File: config.mk
export PLATFORM = sky130hd
export DESIGN_NAME = spi_reg_slave
export DESIGN_NICKNAME = d
export VERILOG_FILES = /design/src/rtl/spi_reg_slave.sv
export SDC_FILE = /design/constraint.sdc
export NUM_CORES = 1
export LEC_CHECK = 0
export ABC_AREA = 1
export CORE_AREA = 2 2 132 134
export DETAILED_ROUTE_END_ITERATION = 8
export DIE_AREA = 0 0 134 136
export PLACE_DENSITY_LB_ADDON = 0.08
export SLEW_MARGIN = 20
export SYNTH_ARGS = -nofsm -noshare
export SYNTH_HDL_FRONTEND = slang
export SYNTH_SLANG_ARGS = --single-unit
File: constraint.sdc
create_clock -name clk_i -period 6 [get_ports clk_i]
set_input_delay 0.6 -clock clk_i [delete_from_list [all_inputs] [get_ports clk_i]]
set_output_delay 0.6 -clock clk_i [all_outputs]
set_load 0.05 [all_outputs]
File: src/rtl/spi_reg_slave.sv
// spi_reg_slave: SPI responder exposing a NUM_REGS x DATA_WIDTH register file plus a local access port.
//   Frame: command byte {rw, addr} then data byte(s), MSB first; rw=1 reads, rw=0 writes.
//   Ports: clk_i/arstn_i system clock and async active-low reset; sclk_i/csn_i/mosi_i/miso_o SPI pins;
//   loc_we_i/loc_addr_i/loc_wdata_i/loc_rdata_o local register port (1-cycle registered read);
//   wr_strobe_o/wr_addr_o/wr_data_o committed SPI write; rd_strobe_o read shadow loaded;
//   frame_err_o csn rose mid-frame; busy_o synchronized csn is low.
//   Define SPI_AUTO_INC_EN to keep streaming data bytes at incrementing addresses within one frame.
module spi_reg_slave #(
  parameter int CLK_FREQ   = 50_000_000,
  parameter int SPI_FREQ   = 5_000_000,
  parameter int DATA_WIDTH = 8,
  parameter int NUM_REGS   = 16,
  parameter bit CPOL       = 1'b0,
  parameter bit CPHA       = 1'b0
) (
  input  logic                  clk_i,
  input  logic                  arstn_i,
  input  logic                  sclk_i,
  input  logic                  csn_i,
  input  logic                  mosi_i,
  output logic                  miso_o,
  input  logic                  loc_we_i,
  input  logic [DATA_WIDTH-2:0] loc_addr_i,
  input  logic [DATA_WIDTH-1:0] loc_wdata_i,
  output logic [DATA_WIDTH-1:0] loc_rdata_o,
  output logic                  wr_strobe_o,
  output logic [DATA_WIDTH-2:0] wr_addr_o,
  output logic [DATA_WIDTH-1:0] wr_data_o,
  output logic                  rd_strobe_o,
  output logic                  frame_err_o,
  output logic                  busy_o
);
  localparam int AW = DATA_WIDTH - 1;
  localparam int IW = NUM_REGS > 1 ? $clog2(NUM_REGS) : 1;
  localparam int CW = DATA_WIDTH > 1 ? $clog2(DATA_WIDTH) : 1;
  localparam logic [AW:0] NR = (AW+1)'(NUM_REGS);
  localparam logic [CW-1:0] LAST = CW'(DATA_WIDTH - 1);
  localparam logic [1:0] IDLE = 2'd0, CMD = 2'd1, DATA = 2'd2, DONE = 2'd3;
`ifdef SPI_AUTO_INC_EN
  localparam bit AUTO = 1'b1;
`else
  localparam bit AUTO = 1'b0;
`endif
  if (CLK_FREQ < 8 * SPI_FREQ) begin : g_freq_chk
    $error("spi_reg_slave: CLK_FREQ must be at least 8*SPI_FREQ");
  end
  logic [2:0] sclk_q, csn_q;
  logic [1:0] mosi_q;
  logic [1:0] state_q, state_d;
  logic [CW-1:0] cnt_q, cnt_d;
  logic [DATA_WIDTH-2:0] rx_q;
  logic [DATA_WIDTH-1:0] tx_q, rx_w, rd_val, loc_rdata_q, wr_data_q;
  logic [AW-1:0] addr_q, nxt_addr, wr_addr_q;
  logic rw_q, dd_q, miso_q, wr_stb_q, rd_stb_q, ferr_q;
  logic csn_fall, csn_rise, sample, shift, live, smp, last, cmd_end, data_end, load, commit, ferr;
  logic [DATA_WIDTH-1:0] regs_q [NUM_REGS];
  // Index [1] is the synchronized level, [2] its delayed copy used for edge detection.
  always_comb begin
    csn_fall = csn_q[2] & ~csn_q[1];
    csn_rise = ~csn_q[2] & csn_q[1];
    sample = (CPOL ^ CPHA) ? (~sclk_q[1] & sclk_q[2]) : (sclk_q[1] & ~sclk_q[2]);
    shift = (CPOL ^ CPHA) ? (sclk_q[1] & ~sclk_q[2]) : (~sclk_q[1] & sclk_q[2]);
    live = ~csn_q[1];
    smp = sample & live & (state_q == CMD || state_q == DATA);
    last = cnt_q == LAST;
    cmd_end = smp & last & (state_q == CMD);
    data_end = smp & last & (state_q == DATA);
    rx_w = {rx_q, mosi_q[1]};
    // Shadow address: decoded command on the command byte, next address on an auto-increment boundary.
    nxt_addr = cmd_end ? rx_w[AW-1:0] : addr_q + 1'b1;
    load = cmd_end ? rx_w[DATA_WIDTH-1] : (AUTO && data_end && rw_q);
    commit = data_end & ~rw_q & ({1'b0, addr_q} < NR);
    rd_val = ({1'b0, nxt_addr} < NR) ? regs_q[nxt_addr[IW-1:0]] : '0;
    // dd_q marks a completed data byte, so a rise on a later byte boundary is clean.
    ferr = csn_rise & ((state_q == CMD && cnt_q != '0) || (state_q == DATA && (cnt_q != '0 || !dd_q)));
    state_d = csn_rise ? IDLE : csn_fall ? CMD : state_q;
    cnt_d = (csn_rise | csn_fall) ? '0 : cnt_q;
    if (smp) begin
      cnt_d = last ? '0 : cnt_q + 1'b1;
      if (last) state_d = (state_q == CMD || AUTO) ? DATA : DONE;
    end
  end
  always_ff @(posedge clk_i or negedge arstn_i) begin
    if (!arstn_i) begin
      sclk_q <= {3{CPOL}};
      csn_q <= '1;
      mosi_q <= '0;
      state_q <= IDLE;
      cnt_q <= '0;
      rx_q <= '0;
      tx_q <= '0;
      addr_q <= '0;
      rw_q <= 1'b0;
      dd_q <= 1'b0;
      miso_q <= 1'b0;
      loc_rdata_q <= '0;
      wr_stb_q <= 1'b0;
      wr_addr_q <= '0;
      wr_data_q <= '0;
      rd_stb_q <= 1'b0;
      ferr_q <= 1'b0;
      regs_q <= '{default: '0};
    end else begin
      sclk_q <= {sclk_q[1:0], sclk_i};
      csn_q <= {csn_q[1:0], csn_i};
      mosi_q <= {mosi_q[0], mosi_i};
      state_q <= state_d;
      cnt_q <= cnt_d;
      if (csn_fall) begin
        rx_q <= '0;
        dd_q <= 1'b0;
      end else if (smp) rx_q <= rx_w[DATA_WIDTH-2:0];
      if (cmd_end) rw_q <= rx_w[DATA_WIDTH-1];
      if (cmd_end || (AUTO && data_end)) addr_q <= nxt_addr;
      if (data_end) dd_q <= 1'b1;
      if (csn_fall) tx_q <= '0;
      else if (load) tx_q <= rd_val;
      else if (shift & live & (state_q == DATA)) tx_q <= tx_q << 1;
      if (csn_fall || csn_rise) miso_q <= 1'b0;
      else if (shift & live) miso_q <= (state_q == DATA) & tx_q[DATA_WIDTH-1];
      loc_rdata_q <= ({1'b0, loc_addr_i} < NR) ? regs_q[loc_addr_i[IW-1:0]] : '0;
      // The SPI commit is assigned last so it wins a same-address collision with the local port.
      if (loc_we_i && ({1'b0, loc_addr_i} < NR)) regs_q[loc_addr_i[IW-1:0]] <= loc_wdata_i;
      if (commit) begin
        regs_q[addr_q[IW-1:0]] <= rx_w;
        wr_addr_q <= addr_q;
        wr_data_q <= rx_w;
      end
      wr_stb_q <= commit;
      rd_stb_q <= load;
      ferr_q <= ferr;
    end
  end
  assign miso_o = miso_q & live;
  assign busy_o = live;
  assign loc_rdata_o = loc_rdata_q;
  assign wr_strobe_o = wr_stb_q;
  assign wr_addr_o = wr_addr_q;
  assign wr_data_o = wr_data_q;
  assign rd_strobe_o = rd_stb_q;
  assign frame_err_o = ferr_q;
endmodule

---- Word level (Yosys, flattened, before mapping) ----
Index checks and enable logic that the tools add are counted.
word-level totals
  output and inout bits ................... 28
  word-level logic and storage cells ...... 122
  input port bits ......................... 21
  register bits after elaboration ......... 192
cells by class
  add/sub/neg operators ................... 2
  bitwise logic cells ..................... 25
  $lt $le $gt $ge ......................... 8
  reductions and logical operators ........ 16
  equality and inequality tests ........... 3
  muxes and demuxes ....................... 35
operators by type and width
  operator               count
  $bwmux W128            2
  $mux W128              2
  $mux W8                11
  $bmux W8 S4            2
  $demux W8 S4           2
  $lt A7 B5 Y1 const B   3
  $mux W7                3
  $and A1 B1 Y1          16
  $ge A5 B5 Y1 const B   3
  $not A4 Y5             3
  $lt A5 B1 Y1 const B   2
  $mux W3                3
  $mux W2                4
  $reduce_bool A2 Y1     4
  $add A7 B1 Y7 const B  1
  $mux W1                6
  $reduce_bool A3 Y1     2
  $logic_and A1 B1 Y1    5
  $not A1 Y1             5
  $logic_or A1 B1 Y1     4
  $add A3 B1 Y3 const B  1
  $eq A3 B3 Y1 const B   1
  $eq A2 B1 Y1 const B   1
  $eq A2 B2 Y1 const B   1
  other kinds (2)        2

---- Depth between registers and ports, before layout ----
Gate-level depths: netlist (run 1).
  depth in word-level cells ............... 14
  mapped depth ............................ 17
  depth with buffers taken out ............ 16

---- Worst setup path after synthesis (run 1) ----
Ideal clock, no wire load.
  path kind ............................... flip-flop to flip-flop
  start point ............................. reg state_q[0]
  end point ............................... reg regs_q[62] (netlist bit)
  arrival time ............................ 1.938 ns
  data required time ...................... 5.872 ns
  library setup time ...................... 0.128 ns
  path buffers ............................ 2
  cell stages (with the launch flop) ...... 15
  period minus slack after synthesis ...... 2.066 ns
  path slack .............................. 3.934 ns
  cells stage by stage .................... dfrtp_1 -> inv_1 -> ha_1 -> nor2_4 -> nand2_1 -> nor2_2 -> inv_2 -> nor2_2 -> nand2_2 -> buf_6 -> nor2_8 -> nand2_4 -> buf_6 -> nand2_1 -> o21ai_2
between the ends
  longest elaborated chain between the ends .. 8
  elaborated cells on any way between the ends .. 9
  those cells by class .................... eq/ne: 2; mux: 1; bitwise: 5; reduce/logical: 1
RTL lines
  what                                                 RTL line  source
  start, declared                                      49        logic [1:0] state_q, state_d;
  start signal, assigned                               107       state_q <= state_d;
  $eq A2 B1 Y1 / $eq A2 B2 Y1 (equally long branches)  64, 67
  $logic_or A1 B1 Y1                                   64        smp = sample & live & (state_q == CMD || state_q == DATA);
  $and A1 B1 Y1                                        64
  $and A1 B1 Y1                                        67        data_end = smp & last & (state_q == DATA);
  $and A1 B1 Y1 *                                      67
  $and A1 B1 Y1 * (2 in series)                        72        commit = data_end & ~rw_q & ({1'b0, addr_q} < NR);
  $mux W128 *                                          124       if (commit) begin
  end signal, assigned by index                        123       if (loc_we_i && ({1'b0, loc_addr_i} < NR)) regs_q[loc_addr_i[IW-1:0]] <= loc_wdata_i;
  end signal, assigned by index                        125       regs_q[addr_q[IW-1:0]] <= rx_w;
  end, declared                                        56        logic [DATA_WIDTH-1:0] regs_q [NUM_REGS];
Mark *: on every way between the ends. The rest lies on a longest branch, timed or not.
A chain may end at the register's enable or synchronous reset.

---- Worst setup path in the final report (run 1) ----
  start point ............................. reg state_q[0]
  end point ............................... reg regs_q[0] (netlist bit)
Same word-level chain as after synthesis.

==> flow_summary.json, run 1 <==
{
  "status": "complete, no violations",
  "io_pins": 49,
  "worst-endpoint-required_ns": 6.27,
  "synth.area.mux_share_pct": 0,
  "syn_area_sq_um": 11000,
  "fin_cells": 1679,
  "multi_input_area_sq_um": 5390,
  "routabilityCongestion": 1.02,
  "die_x_um": 134,
  "synth_compound_area_share_pct": 20.8,
  "cts_setup_buffers": 0,
  "numCtsBuffers": 17,
  "fp.dieH_um": 136,
  "clkSlewWorstSetupHoldPaths_ns": 0.08,
  "fill_cells": 1404,
  "ctsResizeCount": 0,
  "grt_max_degree": 83,
  "area_growth_pct": 9.05,
  "min_path_type": "in -> async",
  "critPathTopFamily": "simple AND/OR/NAND/NOR gates",
  "synth_ff_type": "dfrtp_1",
  "crit_buf_inv": 3,
  "avgSynthCellArea_sq_um": 7.54,
  "synthDistinctLibCells": 42,
  "core_sq_um": 16900,
  "diodes": 0,
  "slew_headroom_pct": 28.2,
  "synth_xor_area_share_pct": 0.0799,
  "cap_violations": 0,
  "leakagePower_uw": 0.00617,
  "hold_ws_ns": 0.104,
  "drc": 0,
  "ctsLongestPathBuffers": 2,
  "io_buffers": 48,
  "synth_top_area_cell": "dfrtp_1",
  "track_usage_pct": 39.3,
  "period_needed_ns": 3.47,
  "worst_pin_slew_ns": 1.08,
  "dieArea_sq_um": 18200,
  "cp-start-kind": "flip-flop",
  "final_cell_mix": "456 x nand2_1, 216 x o21ai_0, 189 x dfrtp_1",
  "synth-edff-count": 0,
  "async_flop_share_pct": 100,
  "routed_wl_mm": 34.9,
  "overflow": 0,
  "clock_skew_ns": 0.0139,
  "seq_area_sq_um": 4810,
  "end_kind": "flip-flop",
  "ir_worst_vdd_v": 0.000203,
  "ctsRootBufferMaster": "clkbuf_16",
  "synth_fa_ha_area_share_pct": 1.26,
  "cp_cell_sequence": "inv_1 -> ha_1 -> nor2_4 -> nand2_1 -> nor2_2 -> inv_2 -> nor2_2 -> nand2_2 -> inv_1 -> nand4_2 -> o211ai_1 -> o21ai_0",
  "drt_iter0_drc": 1731,
  "yosysWarningCount": 0,
  "critPathMaxStageDelay_ns": 0.61,
  "fin_tns_setup_ns": 0,
  "criticalPathCategory": "reg -> reg",
  "syn_inst": 1455,
  "htree_levels": 4,
  "cts_tree": "yes",
  "synth-simple-area-share_pct": 26.9,
  "dr.pass1.iters": 8,
  "drive_above_1_share_pct": 7.36,
  "slew_violations": 0,
  "start_util_pct": 65.0,
  "fp-row-count": 48,
  "antenna_found_initial": 0,
  "synth.net_count": 1487,
  "synth_top_area_share_pct": 43.1,
  "synth_seq_area_share_pct": 43.8,
  "fin_nets": 1473,
  "synth_top_family_by_area": "simple AND/OR/NAND/NOR gates",
  "grt_pass1_wl_mm": 54.4,
  "wire_per_inst_um": 20.8,
  "place.detailed.instances": 1647,
  "dp_hpwl_mm": 22.4,
  "antenna_left": 0,
  "cp_max_fo": 21,
  "worstPathArrival_ns": 3.74,
  "synth_top_cells_by_area": "dfrtp_1 43%, nand2_1 16%, o21ai_0 9.9%",
  "timing.final.crit_share_pct": 57.8,
  "rsz0062_at_grt": "no",
  "finalSetupViolations": 0,
  "layout_commonest_cell": "nand2_1",
  "critPathSlowestCell": "inv_1",
  "p_per_area_nw_per_um2": 262,
  "cts_sinks": 192,
  "fmax_mhz": 288,
  "via_per_inst": 6.38,
  "grt_pass1_vias": 9486,
  "ctsHoldBuffers": 0,
  "clock_latency_ns": 0.45,
  "finalHoldViolations": 0,
  "synth-seq-cells": 192,
  "finish.utilization_pct": 70.9,
  "via_count": 10707
}
==> metal layers <==
layer | track usage (%) | routed length [um] | up-vias
met2 | 56.6 | 14900 | 723
met1 | 56.7 | 14100 | 4988
met5 | 0 | 0 | -
li1 | - | - | 4883
met3 | 7.68 | 4160 | 113
met4 | 20.0 | 1740 | 0
==> stage by stage <==
step	cell area (sq um)	total power (uW)	setup WS, ns
finish	12000	3130	2.53
global route	12000	3250	2.24
CTS	11900	3120	2.55
detailed placement	11300	1990	2.61
global placement	11300	1970	2.72
floorplan	11000	1820	3.93
==> cell families after synthesis <==
group / after synthesis
flip-flops: 192
AO/OA/AOI/OAI: 391
buffers and inverters: 176
adder cells (fa/ha/maj): 11
AND/OR/NAND/NOR: 684
XOR/XNOR: 1
==> final cells by class <==
| type | instances | share of cell area [%] |
|---|---|---|
| Multi-Input combinational cell | 1087 | 45.0 |
| Inverter | 85 | 2.67 |
| Clock inverter | 14 | 1.42 |
| Sequential cell | 192 | 40.2 |
| Tap cell | 225 | 2.35 |
| Clock buffer | 18 | 3.59 |
| Timing Repair Buffer | 58 | 4.71 |
==> power breakdown <==
| part | internal (uW) | total, uW | switching, uW |
|---|---|---|---|
| Sequential | 1410 | 1530 | 121 |
| Clock | 563 | 1140 | 582 |
| Combinational | 175 | 451 | 277 |
| Total | 2150 | 3130 | 980 |
==> sequential cells by signal, indices dropped and copies added (netlist names) <==
| name | cells |
|---|---|
| dd_q | 1 |
| miso_q | 1 |
| rx_q | 7 |
| csn_q | 3 |
| rw_q | 1 |
| frame_err_o | 1 |
| cnt_q | 3 |
| regs_q | 128 |
| mosi_q | 2 |
| rd_strobe_o | 1 |
| addr_q | 7 |
| wr_addr_o | 7 |
| tx_q | 8 |
| loc_rdata_o | 8 |
| wr_data_o | 8 |
| sclk_q | 3 |
| state_q | 2 |
| wr_strobe_o | 1 |
==> worst reg2reg max path, delay by kind of cell, from the launching register on <==
| kind | cells | cell delay (ns) |
|---|---|---|
| AND/OR/NAND/NOR | 6 | 1.40 |
| buffers and inverters | 3 | 0.75 |
| AO/OA/AOI/OAI | 2 | 0.46 |
| flip-flops | 1 | 0.35 |
| adder cells (fa/ha/maj) | 1 | 0.34 |
==> path summary, 6_finish.rpt <==
| check | startpoint | to | slack (ns) | cells past startpoint |
|---|---|---|---|---|
| worst max register to register | state_q[0] | regs_q[0] | 2.53 | 12 |
| worst max-delay path | state_q[0] | regs_q[0] | 2.53 | 12 |
| max in group asynchronous | arstn_i | regs_q[81] | 4.78 | 2 |
| min in group clk_i | mosi_q[0] | mosi_q[1] | 0.36 | 0 |
| worst min register to register | mosi_q[0] | mosi_q[1] | 0.36 | 0 |
| worst min-delay path | arstn_i | regs_q[20] | 0.10 | 1 |
==> Yosys cell counts, types with 5 or more instances <==
library cell	n
o21ai_2	26
nor2_1	31
buf_4	5
a21oi_1	25
clkbuf_1	48
dfrtp_1	189
buf_6	9
inv_1	79
a21boi_0	6
o211ai_1	9
inv_2	6
nand2_1	456
ha_1	11
nand2_2	6
a31oi_1	5
nor2_2	8
nand3_1	161
buf_2	27
o21ai_1	35
o21ai_0	216
a22oi_1	60
Power figures use the tool's default switching activity.
==> run 2, diff against run 1 <==
--- a/config.mk
+++ b/config.mk
@@ -6,9 +6,9 @@
 export NUM_CORES = 1
 export LEC_CHECK = 0
 export ABC_AREA = 1
-export CORE_AREA = 2 2 132 134
+export CORE_AREA = 2 2 145 147
 export DETAILED_ROUTE_END_ITERATION = 8
-export DIE_AREA = 0 0 134 136
+export DIE_AREA = 0 0 147 149
 export PLACE_DENSITY_LB_ADDON = 0.08
 export SLEW_MARGIN = 20
 export SYNTH_ARGS = -nofsm -noshare
==> constraint.sdc (replaced) <==
create_clock -name clk_i -period 2.9 [get_ports clk_i]
set_input_delay 0.29 -clock clk_i [delete_from_list [all_inputs] [get_ports clk_i]]
set_output_delay 0.29 -clock clk_i [all_outputs]
set_load 0.05 [all_outputs]
==> run 2 against run 1 <==
Die area up 20%. Utilization down 11 points. Critical path depth unchanged. Total power up 110%. Hold slack better by 0.15 ns. Critical endpoint is now regs_q[77].
==> flow_summary.json, run 2 (synthesis results as in run 1) <==
{
  "fin_nets": 1509,
  "period_needed_ns": 2.64,
  "routabilityCongestion": 0.965,
  "antenna_found_initial": 0,
  "hold_start": "csn_i",
  "cp_cell_sequence": "inv_1 -> ha_1 -> nor2_4 -> nand2_1 -> nor2_2 -> inv_2 -> nor2_2 -> nand2_2 -> nor2_2 -> nand2_1 -> nand2_1 -> o21ai_0",
  "leakagePower_uw": 0.00637,
  "p_comb_share_pct": 14.8,
  "area_growth_pct": 12.6,
  "finalSetupViolations": 0,
  "cts_sinks": 192,
  "status": "complete, no violations",
  "grt_max_degree": 64,
  "ir_worst_vdd_v": 0.000407,
  "cp_max_fo": 16,
  "worst-endpoint-required_ns": 3.18,
  "fin_tns_setup_ns": 0,
  "grt_pass1_vias": 9731,
  "critPathMaxStageDelay_ns": 0.42,
  "clkSlewWorstSetupHoldPaths_ns": 0.08,
  "clock_skew_ns": 0.0164,
  "ctsLongestPathBuffers": 2,
  "p_per_area_nw_per_um2": 531,
  "dr.pass1.iters": 5,
  "numCtsBuffers": 17,
  "cp-start-kind": "flip-flop",
  "end_kind": "flip-flop",
  "drive_above_1_share_pct": 9.60,
  "min_delay_worst_endpoint": "csn_q[0]",
  "ctsRootBufferMaster": "clkbuf_16",
  "p_int_uw": 4490,
  "clock_latency_ns": 0.45,
  "via_count": 10647,
  "cts_tree": "yes",
  "dp_hpwl_mm": 25.2,
  "fill_cells": 1959,
  "diodes": 0,
  "io_buffers": 48,
  "r2r_cells": 12,
  "final_cell_mix": "456 x nand2_1, 216 x o21ai_0, 189 x dfrtp_1",
  "track_usage_pct": 35.1,
  "max_flop_register": "regs_q",
  "wire_per_inst_um": 21.4,
  "overflow": 0,
  "antenna_left": 0,
  "holdPathStages": 1,
  "slew_headroom_pct": 29.0,
  "grt_pass1_wl_mm": 58.5,
  "rsz0062_at_grt": "no",
  "htree_levels": 4,
  "placed_area_sq_um": 11700,
  "pwr-share-clk_pct": 37.0,
  "fp.dieH_um": 149,
  "layout_commonest_cell": "nand2_1",
  "slew_violations": 0,
  "fmax_mhz": 378,
  "multi_input_area_sq_um": 5380,
  "worst_pin_slew_ns": 1.06,
  "swShare_pct": 31.5,
  "cts_setup_buffers": 0,
  "via_per_inst": 6.03,
  "drc": 0,
  "cap_violations": 0,
  "core_sq_um": 20600,
  "fin_cells": 1765,
  "place.detailed.instances": 1732,
  "dieArea_sq_um": 21900,
  "worstPathArrival_ns": 2.92,
  "seq_area_sq_um": 4810,
  "routed_wl_mm": 37.8,
  "critPathSlowestCell": "nand2_1",
  "seqPwrFrac_pct": 48.2,
  "criticalPathCategory": "reg -> reg",
  "start_util_pct": 53.3,
  "min_path_type": "in -> reg",
  "timing.final.crit_share_pct": 91.2,
  "fp-row-count": 53,
  "io_pins": 49,
  "finalHoldViolations": 0,
  "p_switching_uw": 2070,
  "drt_iter0_drc": 1556,
  "largest_reg_flops": 128,
  "fin_area_sq_um": 12300,
  "rrSetupSlack_ns": 0.26,
  "rr_startpoint": "state_q[0]",
  "critPathTopFamily": "simple AND/OR/NAND/NOR gates",
  "die_x_um": 147,
  "rr_endpoint": "regs_q[77]",
  "crit_buf_inv": 2
}
[run 2: changes by cell type in the layout (fill, tap and decap cells not counted), moves of 3 or more]
cell | previous run | this run
clkinv_8 | 6 | 3
inv_6 | 5 | 2
buf_12 | 0 | 5
inv_8 | 1 | 4
buf_4 | 9 | 40
[run 2: power groups by stage]
stage               sequential, uW  clock (uW)  combinational (uW)
detailed placement            3200           0                 956
CTS                           3150        2440                 960
finish                        3160        2430                 970
global route                  3190        2540                1100
global placement              3200           0                 932
floorplan                     3120           0                 642
[run 2: routing by layer]
layer | vias up | track usage [%] | share of wire, %
met5 | - | 0 | 0
met4 | 0 | 11.7 | 2.8
met3 | 61 | 5.78 | 9.3
met2 | 564 | 54.2 | 45
met1 | 5065 | 50.7 | 43
li1 | 4957 | - | -
[run 2: how the worst max path moves through the flow]
| stage | from | endpoint | slack (ns) | cells past startpoint |
|---|---|---|---|---|
| 5_1_grt | state_q[0] | regs_q[108] | 0.1 | 12 |
| 2_1_floorplan | state_q[0] | regs_q[62] | 0.83 | 14 |
| 3_5_place_dp | state_q[0] | regs_q[76] | 0.34 | 12 |
| 6_report | state_q[0] | regs_q[77] | 0.26 | 12 |
| 3_3_place_gp | loc_addr_i[3] | regs_q[76] | 0.35 | 8 |
| 4_1_cts | cnt_q[0] | tx_q[1] | 0.33 | 15 |
[run 2: timing repair]
action	CTS	global route
gates resized for setup	0	0
endpoints found under the hold margin	51	0
hold buffers	1	0
[run 2: cell type report]
type                            count  area share [%]
Clock buffer                       18            3.56
Clock inverter                     14            1.29
Inverter                           85            2.58
Multi-Input combinational cell   1087            43.6
Sequential cell                   192            38.9
Tap cell                          275            2.79
Timing Repair Buffer               94            7.25
[run 2: worst reg2reg max path, stage by stage (launching register included)]
cell and delay (ns):
dfrtp_1 0.35, inv_1 0.06, ha_1 0.34, nor2_4 0.15
nand2_1 0.12, nor2_2 0.15, inv_2 0.06, nor2_2 0.09
nand2_2 0.16, nor2_2 0.32, nand2_1 0.42, nand2_1 0.18
o21ai_0 0.10
[run 2: stage by stage]
step	worst slack, ns	hold slack, ns	util (%)	total power, uW
global route	0.0973	0.251	60.1	6830
finish	0.255	0.250	60.1	6560
global placement	0.353	0.288	57.1	4130
CTS	0.333	0.241	60.1	6550
floorplan	0.834	-0.00559	-	3760
detailed placement	0.335	0.292	57.1	4160
